### config.mk
export PLATFORM = sky130hd
export DESIGN_NAME = ysyx_22050598_clint
export DESIGN_NICKNAME = d
export VERILOG_FILES = /design/src/rtl/ysyx_22050598_clint.sv
export SDC_FILE = /design/constraint.sdc
export NUM_CORES = 1
export LEC_CHECK = 0
export CORE_ASPECT_RATIO = 1.1
export CORE_MARGIN = 10
export CORE_UTILIZATION = 45
export CTS_CLUSTER_DIAMETER = 80
export DETAILED_ROUTE_END_ITERATION = 6
export GPL_ROUTABILITY_DRIVEN = 0
export PLACE_DENSITY_LB_ADDON = 0.12
export SLEW_MARGIN = 15
export SYNTH_ARGS = -nofsm -noshare
export SYNTH_HDL_FRONTEND = slang
export SYNTH_SLANG_ARGS = --single-unit
### constraint.sdc
create_clock -name clk -period 36.2 [get_ports clk]
set_input_delay 9.05 -clock clk [delete_from_list [all_inputs] [get_ports clk]]
set_output_delay 9.05 -clock clk [all_outputs]
set_load 0.05 [all_outputs]
### src/rtl/ysyx_22050598_clint.sv
// Core-local interruptor (msip / mtimecmp / mtime) behind an AXI4 responder.
// Define YSYX_22050598_CLINT_TICK_DIV_EN to advance mtime once per TICK_DIV clocks.
module ysyx_22050598_clint #(
  parameter logic [63:0] BASE_ADDR = 64'h0000_0000_0200_0000,
  parameter int unsigned TICK_DIV  = 16
) (
  input  logic        clk,
  input  logic        rst,
  input  logic        S_AXI_AWID,
  input  logic [63:0] S_AXI_AWADDR,
  input  logic [7:0]  S_AXI_AWLEN,
  input  logic [2:0]  S_AXI_AWSIZE,
  input  logic [1:0]  S_AXI_AWBURST,
  input  logic [3:0]  S_AXI_AWCACHE,
  input  logic [2:0]  S_AXI_AWPROT,
  input  logic [3:0]  S_AXI_AWQOS,
  input  logic        S_AXI_AWVALID,
  output logic        S_AXI_AWREADY,
  input  logic [63:0] S_AXI_WDATA,
  input  logic [7:0]  S_AXI_WSTRB,
  input  logic        S_AXI_WLAST,
  input  logic        S_AXI_WVALID,
  output logic        S_AXI_WREADY,
  output logic        S_AXI_BID,
  output logic [1:0]  S_AXI_BRESP,
  output logic        S_AXI_BVALID,
  input  logic        S_AXI_BREADY,
  input  logic        S_AXI_ARID,
  input  logic [63:0] S_AXI_ARADDR,
  input  logic [7:0]  S_AXI_ARLEN,
  input  logic [2:0]  S_AXI_ARSIZE,
  input  logic [1:0]  S_AXI_ARBURST,
  input  logic [3:0]  S_AXI_ARCACHE,
  input  logic [2:0]  S_AXI_ARPROT,
  input  logic [3:0]  S_AXI_ARQOS,
  input  logic        S_AXI_ARVALID,
  output logic        S_AXI_ARREADY,
  output logic        S_AXI_RID,
  output logic [63:0] S_AXI_RDATA,
  output logic [1:0]  S_AXI_RRESP,
  output logic        S_AXI_RLAST,
  output logic        S_AXI_RVALID,
  input  logic        S_AXI_RREADY,
  output logic        timer_irq,
  output logic        soft_irq
);

  typedef enum logic [1:0] {REG_MSIP, REG_CMP, REG_TIME, REG_NONE} reg_sel_t;
  typedef enum logic [1:0] {W_IDLE, W_DATA, W_RESP} w_state_t;
  typedef enum logic {R_IDLE, R_DATA} r_state_t;

  // Addresses are kept as 8-byte word indices; the low three bits never matter.
  function automatic reg_sel_t decode(input logic [60:0] a);
    logic [60:0] off;
    off = a - BASE_ADDR[63:3];
    case (off)
      61'h0:    decode = REG_MSIP;
      61'h800:  decode = REG_CMP;
      61'h17FF: decode = REG_TIME;
      default:  decode = REG_NONE;
    endcase
  endfunction

  function automatic logic [63:0] merge(input logic [63:0] old, input logic [63:0] data,
                                        input logic [7:0] strb);
    merge = old;
    for (int unsigned i = 0; i < 8; i++)
      if (strb[i]) merge[i*8 +: 8] = data[i*8 +: 8];
  endfunction

  logic [63:0] mtime, mtimecmp;
  logic        msip;
  logic        tick;

  w_state_t    w_state;
  logic [60:0] w_addr;
  logic        w_err;
  reg_sel_t    w_sel;
  logic        w_fire;

  r_state_t    r_state;
  logic [60:0] r_addr;
  logic [7:0]  r_len, r_cnt;
  logic [60:0] rd_addr;
  logic [63:0] rd_word;
  logic        rd_err;

  logic unused_sig;
  assign unused_sig = ^{S_AXI_AWADDR[2:0], S_AXI_AWLEN, S_AXI_AWSIZE, S_AXI_AWBURST,
                        S_AXI_AWCACHE, S_AXI_AWPROT, S_AXI_AWQOS, S_AXI_ARADDR[2:0],
                        S_AXI_ARSIZE, S_AXI_ARBURST, S_AXI_ARCACHE, S_AXI_ARPROT,
                        S_AXI_ARQOS, 32'(TICK_DIV)};

  assign S_AXI_AWREADY = !rst && (w_state == W_IDLE);
  assign S_AXI_WREADY  = (w_state == W_DATA);
  assign S_AXI_BVALID  = (w_state == W_RESP);
  assign S_AXI_ARREADY = !rst && (r_state == R_IDLE);
  assign S_AXI_RVALID  = (r_state == R_DATA);
  assign S_AXI_RLAST   = (r_state == R_DATA) && (r_cnt == r_len);
  assign soft_irq      = msip;

  assign w_sel  = decode(w_addr);
  assign w_fire = (w_state == W_DATA) && S_AXI_WVALID;

  always_ff @(posedge clk or posedge rst) begin
    if (rst) begin
      w_state     <= W_IDLE;
      w_addr      <= '0;
      w_err       <= 1'b0;
      S_AXI_BID   <= 1'b0;
      S_AXI_BRESP <= 2'b00;
    end else begin
      case (w_state)
        W_IDLE: if (S_AXI_AWVALID) begin
          w_addr    <= S_AXI_AWADDR[63:3];
          S_AXI_BID <= S_AXI_AWID;
          w_err     <= 1'b0;
          w_state   <= W_DATA;
        end
        W_DATA: if (S_AXI_WVALID) begin
          w_addr <= w_addr + 61'd1;
          w_err  <= w_err | (w_sel == REG_NONE);
          if (S_AXI_WLAST) begin
            S_AXI_BRESP <= (w_err || (w_sel == REG_NONE)) ? 2'b10 : 2'b00;
            w_state     <= W_RESP;
          end
        end
        default: if (S_AXI_BREADY) w_state <= W_IDLE;
      endcase
    end
  end

`ifdef YSYX_22050598_CLINT_TICK_DIV_EN
  logic [15:0] prescale;
  assign tick = (prescale == 16'(TICK_DIV - 1));
  always_ff @(posedge clk or posedge rst) begin
    if (rst) prescale <= '0;
    else     prescale <= tick ? '0 : prescale + 16'd1;
  end
`else
  assign tick = 1'b1;
`endif

  // A write to mtime overrides that cycle's increment.
  always_ff @(posedge clk or posedge rst) begin
    if (rst) begin
      mtime     <= '0;
      mtimecmp  <= '1;
      msip      <= 1'b0;
      timer_irq <= 1'b0;
    end else begin
      timer_irq <= (mtime >= mtimecmp);
      if (w_fire && (w_sel == REG_TIME)) mtime <= merge(mtime, S_AXI_WDATA, S_AXI_WSTRB);
      else if (tick)                    mtime <= mtime + 64'd1;
      if (w_fire && (w_sel == REG_CMP))  mtimecmp <= merge(mtimecmp, S_AXI_WDATA, S_AXI_WSTRB);
      if (w_fire && (w_sel == REG_MSIP) && S_AXI_WSTRB[0]) msip <= S_AXI_WDATA[0];
    end
  end

  assign rd_addr = (r_state == R_IDLE) ? S_AXI_ARADDR[63:3] : r_addr + 61'd1;

  always_comb begin
    rd_word = '0;
    rd_err  = 1'b0;
    case (decode(rd_addr))
      REG_MSIP: rd_word = {63'd0, msip};
      REG_CMP:  rd_word = mtimecmp;
      REG_TIME: rd_word = mtime;
      default:  rd_err  = 1'b1;
    endcase
  end

  always_ff @(posedge clk or posedge rst) begin
    if (rst) begin
      r_state     <= R_IDLE;
      r_addr      <= '0;
      r_len       <= '0;
      r_cnt       <= '0;
      S_AXI_RID   <= 1'b0;
      S_AXI_RDATA <= '0;
      S_AXI_RRESP <= 2'b00;
    end else begin
      case (r_state)
        R_IDLE: if (S_AXI_ARVALID) begin
          r_addr      <= S_AXI_ARADDR[63:3];
          r_len       <= S_AXI_ARLEN;
          r_cnt       <= '0;
          S_AXI_RID   <= S_AXI_ARID;
          S_AXI_RDATA <= rd_word;
          S_AXI_RRESP <= rd_err ? 2'b10 : 2'b00;
          r_state     <= R_DATA;
        end
        default: if (S_AXI_RREADY) begin
          if (r_cnt == r_len) begin
            r_state <= R_IDLE;
          end else begin
            r_addr      <= r_addr + 61'd1;
            r_cnt       <= r_cnt + 8'd1;
            S_AXI_RDATA <= rd_word;
            S_AXI_RRESP <= rd_err ? 2'b10 : 2'b00;
          end
        end
      endcase
    end
  end

endmodule

# Word-level counts from Yosys, hierarchy flattened
# Cells that the tools add are included.
[word_totals] reg_bits=342 inputBits=258 out_inout_bits=78
[classes] add_sub_neg=6 order_cmp=1 n_eq_ne=25 n_mux=46 n_bitwise=2 reduce_logical=33
[ops] operator="two-way mux 61 bit" n=7
[ops] operator="two-way mux 64 bit" n=5
[ops] operator="case mux 64 bit (3 select lines)" n=1
[ops] operator="adder 61 x 1 -> 61 bit, second input constant" n=2
[ops] operator="equality test 61 x 12 -> 1 bit, second input constant" n=2
[ops] operator="equality test 61 x 13 -> 1 bit, second input constant" n=2
[ops] operator="zero test 61 bit" n=2
[ops] operator="case mux 61 bit (2 select lines)" n=1
[ops] operator="subtractor 61 x 23 -> 61 bit, second input constant" n=2
[ops] operator="two-way mux 8 bit" n=12
[ops] operator="adder 64 x 1 -> 64 bit, second input constant" n=1
[ops] operator=">= comparator 64 bit" n=1
[ops] operator="!= test 2 bit, second input constant" n=13
[ops] operator="two-way mux 2 bit" n=10
[ops] operator="AND reduction 2 bit" n=10
[ops] operator="case mux 2 bit (3 select lines)" n=2
[ops] operator="AND reduction 3 bit" n=3
[ops] operator="adder 8 x 1 -> 8 bit, second input constant" n=1
[ops] operator="equality test 2 bit, second input constant" n=4
[ops] operator="equality test 8 bit" n=1
[ops] operator="logical AND 1 bit" n=8
[ops] operator="equality test 2 x 1 -> 1 bit, second input constant" n=3
[ops] operator="zero test 2 bit" n=3
[ops] operator="two-way mux 1 bit" n=6
[ops] operator="other kinds (10)" n=11

# Longest topological paths before layout
# Gate-level depths: netlist of the first run.
[logic_depth] word_depth=11 depth_mapped=16 depth_no_buf=14

# Worst setup path before layout of the first run
# OpenSTA, ideal clock, no wires.
[synth_timing] path_kind="input to output" startpoint="input rst" endpoint="output S_AXI_AWREADY" arrival_time_ns=10.095 required_time_ns=27.150 slack_ns=17.055 path_stages=1 cell_sequence="nor3_1"
[synth_via] elab_chain_cells=2
[synth_lines] item="start: declaration" line="8" source="input logic rst,"
[synth_lines] item="zero test 1 bit (no line)"
[synth_lines] item="logical AND 1 bit" line="94" source="assign S_AXI_AWREADY = !rst && (w_state == W_IDLE);"
[synth_lines] item="end: declaration" line="18" source="output logic S_AXI_AWREADY,"
# Every way passes these cells.

# Worst setup path in the final report of the first run
# Ends and elaborated chain as after synthesis.

==> results of run 1 <==
==> sequential cells by signal (all words and copies together), names as in the netlist, 2 cells and up <==
register     flops
S_AXI_RDATA     64
mtime           64
mtimecmp        64
r_addr          61
r_cnt            8
r_len            8
w_addr          61
w_state          2
==> stage by stage <==
stage               power, mW  instance area, µm²   util  worst slack [ps]  hold slack [ps]
floorplan               0.902               21400      -             17060              460
global placement         1.02               24700  0.527             16560              452
detailed placement       1.04               24700  0.527             16550              469
CTS                      1.48               26100  0.557             16540              481
global route             1.57               26100  0.557             16480              502
finish                   1.48               26100  0.557             16550              475
==> area by class of cell <==
class,instances,area share
Clock buffer,62,0.0470
Sequential cell,340,0.329
Antenna cell,5,0.000480
Timing Repair Buffer,310,0.117
Clock inverter,15,0.00686
Tap cell,637,0.0306
Inverter,137,0.0200
Multi-Input combinational cell,1962,0.449
==> cells by family after synthesis <==
family | synth area share
buf+inv | 0.0522
fa+ha+maj | 0.0404
compound gates | 0.187
other cells | 0.000175
xor+xnor | 0.0238
flops | 0.402
mux | 0.0458
simple gates | 0.249
==> tightest hold or removal path, cell delays in order (launching register included) <==
cell,delay (ps)
dfrtp_1,340
nand2_1,50
nand3_1,50
==> cells in the mapped netlist, types with 21 or more instances <==
library cell and instances:
nand4_1 64, dfstp_2 64, clkbuf_1 108, nor4_1 54, nand2b_1 23, dfrtp_1 276, mux2_2 79, o211ai_2 38
o22ai_1 62, xor2_1 26, nor2_1 217, nor3_1 56, ha_1 69, inv_1 137, a21oi_1 234, o21ai_0 139
a31oi_1 21, nand2_1 391, xnor2_1 32, nand3_1 167, and3_1 34
==> layer usage <==
layer,up-vias,GRT usage,wire length [µm]
li1,9699,-,-
met1,9940,0.302,29700
met2,734,0.385,32500
met3,129,0.0530,4920
met4,8,0.0799,2010
met5,-,0,38
==> worst max path at each step <==
| stage | startpoint | endpoint | slack, ps | cells past startpoint |
|---|---|---|---|---|
| final | rst | S_AXI_AWREADY | 16550 | 3 |
| after global routing | rst | S_AXI_AWREADY | 16480 | 3 |
| after CTS | rst | S_AXI_AWREADY | 16540 | 3 |
| after detailed placement | rst | S_AXI_AWREADY | 16550 | 3 |
| after global placement | rst | S_AXI_AWREADY | 16560 | 3 |
| after floorplan | rst | S_AXI_AWREADY | 17060 | 1 |
==> power groups by stage <==
stage	sequential, mW	clock (mW)	combinational [mW]
2_1_floorplan	0.550	0	0.353
3_3_place_gp	0.589	0	0.433
3_5_place_dp	0.593	0	0.446
4_1_cts	0.588	0.444	0.447
5_1_grt	0.608	0.459	0.503
6_report	0.593	0.435	0.448
==> impl_metrics.json, run 1 <==
{
  "outcome": "completed",
  "reg2reg_depth": 14,
  "wl_per_cell_um": 19.9,
  "fin_worst_skew_ps": 17.5,
  "ys_ff_latch": 340,
  "dieArea_mm2": 0.0566,
  "die_h_um": 249,
  "gr-usage-all-layers": 0.236,
  "ctsResizeCount": 0,
  "synthCells": 2580,
  "num_rows": 83,
  "yosysWarnings": 0,
  "synth_edf_count": 0,
  "r2r-end": "S_AXI_RDATA[63]",
  "slew_headroom": 0.303,
  "grt_pass1_vias": 20100,
  "cts_tree": "done",
  "slew_viol_final": 0,
  "crit_top_cell": "clkdlybuf4s50_1",
  "fin_nets": 3120,
  "power_frac_seq": 0.402,
  "clk_latency_ps": 580,
  "port_buffers": 287,
  "wl_um": 69100,
  "clock_sinks": 340,
  "cp_max_fo": 3,
  "tns_ps": 0,
  "postCtsSetupRepairBufs": 0,
  "internal-power_mw": 0.918,
  "first_pass_iters": 6,
  "ir_drop_uv": 63.1,
  "synth_top_area_frac": 0.323,
  "yosys.area.top_type": "dfrtp_1",
  "drtIter0Drc": 1713,
  "cts_root_buffer": "clkbuf_16",
  "grt_max_degree": 109,
  "dieWidth_um": 228,
  "ctsLongestPathBuffers": 3,
  "max_slew.worst_pin.slew_ps": 1040,
  "viasPerCell": 5.91,
  "combPwrFrac": 0.304,
  "period_share": 0.543,
  "mostFrequentLayoutCell": "nand2_1",
  "max_freq_mhz": 50.9,
  "fin_crit_ps": 19660,
  "crit_path_end_kind": "primary output",
  "grt_pass1_wl_um": 110000,
  "crit_buf_inv": 2,
  "ys_seq_area_frac": 0.402,
  "slowest_delay_ps": 830,
  "antenna_found_initial": 9,
  "holdPathEnd": "S_AXI_RDATA[52]",
  "regArea_mm2": 0.00859,
  "fp.coreArea_mm2": 0.0468,
  "syn_area_mm2": 0.0214,
  "arrival_ps": 10600,
  "power_density_mw_per_mm2": 56.6,
  "clk_pin_slew_ps": 50,
  "synthArstFlopShare": 1.00,
  "criticalPathCategory": "in2out",
  "crit_slowest_cell": "clkdlybuf4s50_1",
  "multiInputGateArea_mm2": 0.0117,
  "p_clk_frac": 0.295,
  "initial_utilization": 0.456,
  "dp_hpwl_um": 48600,
  "place_inst": 3386,
  "crit_family": "buffers and inverters",
  "syn_avg_cell_area_um2": 8.28,
  "num_vias": 20500,
  "path_cells": "clkdlybuf4s50_1 -> nor3_1 -> clkdlybuf4s50_1",
  "hold_buffers": 0,
  "rsz0062_at_grt": "no",
  "drc": 0,
  "synth_ff_type": "dfrtp_1",
  "worstSetupStartpointType": "input port",
  "min_path_type": "reg2reg",
  "mostFrequentLayoutCells": "nand2_1 (390), clkdlybuf4s50_1 (287), dfrtp_1 (275)",
  "p_leak_nw": 10.5,
  "ios": 336,
  "cts_buffers": 42,
  "setup_violations": 0,
  "p_switching_mw": 0.558,
  "cts-htree-levels": 2,
  "worstReg2RegStart": "r_addr[18]",
  "p_sw_frac": 0.378,
  "ys_top_cells_by_area": "dfrtp_1 (32%), dfstp_2 (7.9%), nand2_1 (6.9%), a21oi_1 (5.5%), mux2_2 (4.2%)",
  "overflow": 0,
  "required_ps": 27150,
  "min_path_cells": 2,
  "syn_to_final_growth_pct": 22.1,
  "drv_cap": 0,
  "final_cell_count_no_fill": 3468,
  "reg2reg_setup_slack_ps": 30070,
  "nFillCells": 4409,
  "hold_viol": 0,
  "drive_gt1_frac": 0.109,
  "min_from": "S_AXI_RDATA[52]",
  "synth_cell_types": 76,
  "drtAntennaViolNets": 0
}
(Power assumes the default switching activity.)
==> inputs of run 2 (changes only) <==
==> constraint.sdc (replaced) <==
create_clock -name clk -period 19.9 [get_ports clk]
set_input_delay 4.975 -clock clk [delete_from_list [all_inputs] [get_ports clk]]
set_output_delay 4.975 -clock clk [all_outputs]
set_load 0.05 [all_outputs]
==> impl_metrics.json, run 2 (synthesis results as in run 1) <==
{
  "outcome": "completed",
  "multiInputGateArea_mm2": 0.0117,
  "ctsLongestPathBuffers": 3,
  "grt_pass1_vias": 20200,
  "period_share": 0.577,
  "cp_max_fo": 3,
  "overflow": 0,
  "fp.coreArea_mm2": 0.0468,
  "slowest_delay_ps": 830,
  "met1_length_um": 29500,
  "num_vias": 20600,
  "crit_path_end_kind": "primary output",
  "p_leak_nw": 10.5,
  "dieArea_mm2": 0.0566,
  "required_ps": 14930,
  "dr_wl_met2_um": 32800,
  "fin_worst_skew_ps": 29.6,
  "syn_to_final_growth_pct": 22.0,
  "cts_root_buffer": "clkbuf_16",
  "path_cells": "clkdlybuf4s50_1 -> nor3_1 -> clkdlybuf4s50_1",
  "regArea_mm2": 0.00859,
  "hold_buffers": 0,
  "crit_family": "buffers and inverters",
  "drtIter0Drc": 1573,
  "slew_viol_final": 0,
  "clk_pin_slew_ps": 60,
  "min_from": "S_AXI_RDATA[52]",
  "die_h_um": 249,
  "hold_viol": 0,
  "mostFrequentLayoutCells": "nand2_1 (390), clkdlybuf4s50_1 (287), dfrtp_1 (275)",
  "antenna_found_initial": 11,
  "dp_hpwl_um": 48500,
  "top_regs": "S_AXI_RDATA: 64 flops, mtime: 64 flops, mtimecmp: 64 flops",
  "worstSetupStartpointType": "input port",
  "dieWidth_um": 228,
  "mostFrequentLayoutCell": "nand2_1",
  "wl_um": 69000,
  "cts-htree-levels": 2,
  "rsz0062_at_grt": "no",
  "drtAntennaViolNets": 0,
  "drc": 0,
  "crit_top_cell": "clkdlybuf4s50_1",
  "gr-usage-all-layers": 0.235,
  "port_buffers": 287,
  "grt_pass1_wl_um": 110000,
  "met3_length_um": 4830,
  "ctsResizeCount": 0,
  "timing.final.ws_setup_ps": 8410,
  "clk_latency_ps": 580,
  "nFillCells": 4323,
  "drv_cap": 0,
  "viasPerCell": 5.93,
  "ios": 336,
  "setup_violations": 0,
  "min_path_type": "reg2reg",
  "crit_buf_inv": 2,
  "cts_buffers": 41,
  "crit_slowest_cell": "clkdlybuf4s50_1",
  "top_layer_used": "met5",
  "arrival_ps": 6510,
  "startpoint": "rst",
  "placed_area_mm2": 0.0247,
  "tns_ps": 0,
  "fin_nets": 3118,
  "power_density_mw_per_mm2": 102,
  "slew_headroom": 0.263,
  "criticalPathCategory": "in2out",
  "clock_sinks": 340,
  "fin_crit_ps": 11490,
  "max_freq_mhz": 87.1,
  "fin_area_mm2": 0.0261,
  "grt_max_degree": 97,
  "max_slew.worst_pin.slew_ps": 1110,
  "postCtsSetupRepairBufs": 0,
  "ir_drop_uv": 80.5,
  "cts_tree": "done",
  "worstReg2RegStart": "r_addr[18]",
  "place_ws_ps": 8400,
  "first_pass_iters": 6,
  "reg2reg_setup_slack_ps": 13620,
  "num_rows": 83,
  "initial_utilization": 0.456,
  "wl_per_cell_um": 19.9,
  "drive_gt1_frac": 0.108,
  "hold_ws_ps": 472
}
==> run 2: cell count changes in the layout (fill, tap and decap cells not counted), sizes merged <==
cell / before / now
clkinv: 11 / 8
clkinvlp: 0 / 2
buf: 23 / 22
bufinv: 4 / 3
clkbuf: 62 / 63
==> run 2: per-layer routing <==
| layer | up-vias | track usage |
|---|---|---|
| li1 | 9718 | - |
| met1 | 9916 | 0.300 |
| met2 | 769 | 0.387 |
| met5 | - | 0 |
| met4 | 12 | 0.0759 |
| met3 | 140 | 0.0523 |
==> run 2: tightest hold or removal path, cell delays in order, from the launching register on <==
cell     delay [ps]
dfrtp_1         340
nand2_1          50
nand3_1          50
==> run 2: metrics by stage <==
stage                     utilization  power [mW]  cells
after CTS                       0.556        2.68   3461
final                           0.557        2.67   3466
after detailed placement        0.527        1.89   3385
after global routing            0.557        2.85   3466
after global placement          0.527        1.86   3385
after floorplan                     -        1.64   2581
==> run 2: area by class of cell <==
class	instances	share of cell area
antenna	5	0.000480
clock buffer	63	0.0471
clock inverter	13	0.00657
inverter	137	0.0201
multi-input combinational	1962	0.449
sequential	340	0.330
tap	637	0.0306
timing repair buffer	309	0.117
==> run 2: final timing paths <==
kind | endpoint | cells after the start
hold reg to reg | S_AXI_RDATA[52] | 2
hold / removal | S_AXI_RDATA[52] | 2
min in group asynchronous | r_len[2] | 2
setup / recovery | S_AXI_AWREADY | 3
max in group asynchronous | S_AXI_RDATA[33] | 4
setup reg to reg | S_AXI_RDATA[23] | 14
==> run 2: report_power, final <==
part | internal (mW) | switching, mW
combinational | 0.340 | 0.471
sequential | 0.850 | 0.228
clock | 0.466 | 0.316
==> inputs of run 3 (changes only) <==
==> constraint.sdc (replaced) <==
create_clock -name clk -period 10.23 [get_ports clk]
set_input_delay 2.5575 -clock clk [delete_from_list [all_inputs] [get_ports clk]]
set_output_delay 2.5575 -clock clk [all_outputs]
set_load 0.05 [all_outputs]
==> impl_metrics.json, run 3 (synthesis results as in run 1) <==
{
  "outcome": "completed",
  "max_slew.worst_pin.slew_ps": 1030,
  "nFillCells": 4432,
  "ir_drop_uv": 188,
  "drive_gt1_frac": 0.109,
  "fin_worst_skew_ps": 19.7,
  "drv_cap": 0,
  "dp_hpwl_um": 48300,
  "min_path_type": "reg2reg",
  "fin_crit_ps": 6790,
  "setup_violations": 0,
  "cp_max_fo": 31,
  "clk_latency_ps": 580,
  "dr_wl_met2_um": 32500,
  "reg2reg_setup_slack_ps": 3920,
  "slew_headroom": 0.316,
  "antenna_found_initial": 8,
  "cts_tree": "done",
  "criticalPathCategory": "in2reg",
  "arrival_ps": 7210,
  "fin_nets": 3118,
  "die_h_um": 249,
  "power_density_mw_per_mm2": 199,
  "dieArea_mm2": 0.0566,
  "p_leak_nw": 10.5,
  "viasPerCell": 5.92,
  "place_inst": 3385,
  "ios": 336,
  "worstSetupStartpointType": "input port",
  "top_layer_used": "met5",
  "tns_ps": 0,
  "port_buffers": 287,
  "gr-usage-all-layers": 0.235,
  "slew_viol_final": 0,
  "crit_path_end_kind": "register",
  "fp.coreArea_mm2": 0.0468,
  "num_vias": 20500,
  "grt_max_degree": 156,
  "cts_root_buffer": "clkbuf_16",
  "overflow": 0,
  "syn_to_final_growth_pct": 21.9,
  "cts_buffers": 41,
  "period_share": 0.664,
  "cts-htree-levels": 2,
  "wl_um": 68800,
  "met1_length_um": 30200,
  "postCtsSetupRepairBufs": 0,
  "drtAntennaViolNets": 0,
  "dieWidth_um": 228,
  "placed_area_mm2": 0.0247,
  "required_ps": 10650,
  "fin_area_mm2": 0.0261,
  "drc": 0,
  "final_cell_count_no_fill": 3465,
  "drtIter0Drc": 1777,
  "num_rows": 83,
  "clk_pin_slew_ps": 60,
  "max_freq_mhz": 147,
  "mostFrequentLayoutCells": "nand2_1 (390), clkdlybuf4s50_1 (287), dfrtp_1 (275)",
  "initial_utilization": 0.456,
  "hold_buffers": 0,
  "met3_length_um": 4220,
  "wl_per_cell_um": 19.9,
  "mostFrequentLayoutCell": "nand2_1",
  "grt_pass1_vias": 20100,
  "top_regs": "S_AXI_RDATA: 64 flops, mtime: 64 flops, mtimecmp: 64 flops",
  "first_pass_iters": 6,
  "hold_viol": 0,
  "grt_pass1_wl_um": 111000,
  "ctsResizeCount": 0,
  "clock_sinks": 340,
  "ctsLongestPathBuffers": 3,
  "rsz0062_at_grt": "no"
}
==> run 3: changes by cell type in the layout (fill, tap and decap cells not counted), sizes merged <==
cell	before	now
clkbuf	63	57
clkinvlp	2	4
inv	137	139
clkinv	8	9
==> run 3: layout make-up <==
| class | instances | area, µm² | area share |
|---|---|---|---|
| Clock buffer | 57 | 1170 | 0.0447 |
| Tap cell | 637 | 797 | 0.0306 |
| Multi-Input combinational cell | 1962 | 11700 | 0.449 |
| Timing Repair Buffer | 309 | 3060 | 0.118 |
| Antenna cell | 5 | 12.5 | 0.000480 |
| Clock inverter | 18 | 199 | 0.00763 |
| Sequential cell | 340 | 8590 | 0.330 |
| Inverter | 137 | 519 | 0.0199 |
==> run 3: layer usage <==
layer,GRT usage,vias up
li1,-,9695
met1,0.308,10000
met2,0.381,691
met3,0.0438,128
met4,0.0853,6
met5,0,-
==> run 3: worst paths after layout <==
check	from	end	depth (start not counted)
setup / recovery	S_AXI_ARADDR[34]	S_AXI_RDATA[63]	15
hold / removal	S_AXI_RDATA[0]	S_AXI_RDATA[0]	2
setup reg to reg	r_addr[18]	S_AXI_RDATA[63]	14
hold reg to reg	S_AXI_RDATA[0]	S_AXI_RDATA[0]	2
max in group asynchronous	rst	S_AXI_RDATA[29]	4
min in group asynchronous	rst	r_addr[43]	3
==> run 3: metrics by stage <==
step	setup slack, ps	utilization	total power [mW]	hold slack [ps]
after floorplan	3180	-	3.19	460
after global placement	2940	0.527	3.62	453
after detailed placement	2860	0.527	3.67	463
after CTS	3460	0.556	5.20	477
after global routing	3170	0.556	5.52	506
final	3440	0.556	5.18	468
==> run 3: worst max-delay path: stages <==
cell and delay, ps:
clkdlybuf4s50_1 400, inv_1 50, o21ai_0 70, a31o_2 250, a311o_1 290, a211o_1 270
nor4b_4 610, nand4_1 370, or4_1 550, o211ai_1 230, nor4_4 90, buf_4 290
nand2_2 400, buf_4 590, o211ai_1 150
==> run 3: where the power goes <==
group | total [mW] | leakage, nW | internal (mW) | switching, mW
registers | 2.10 | 4.08 | 1.65 | 0.441
logic | 1.58 | 5.76 | 0.665 | 0.916
clock network | 1.50 | 0.670 | 0.879 | 0.622
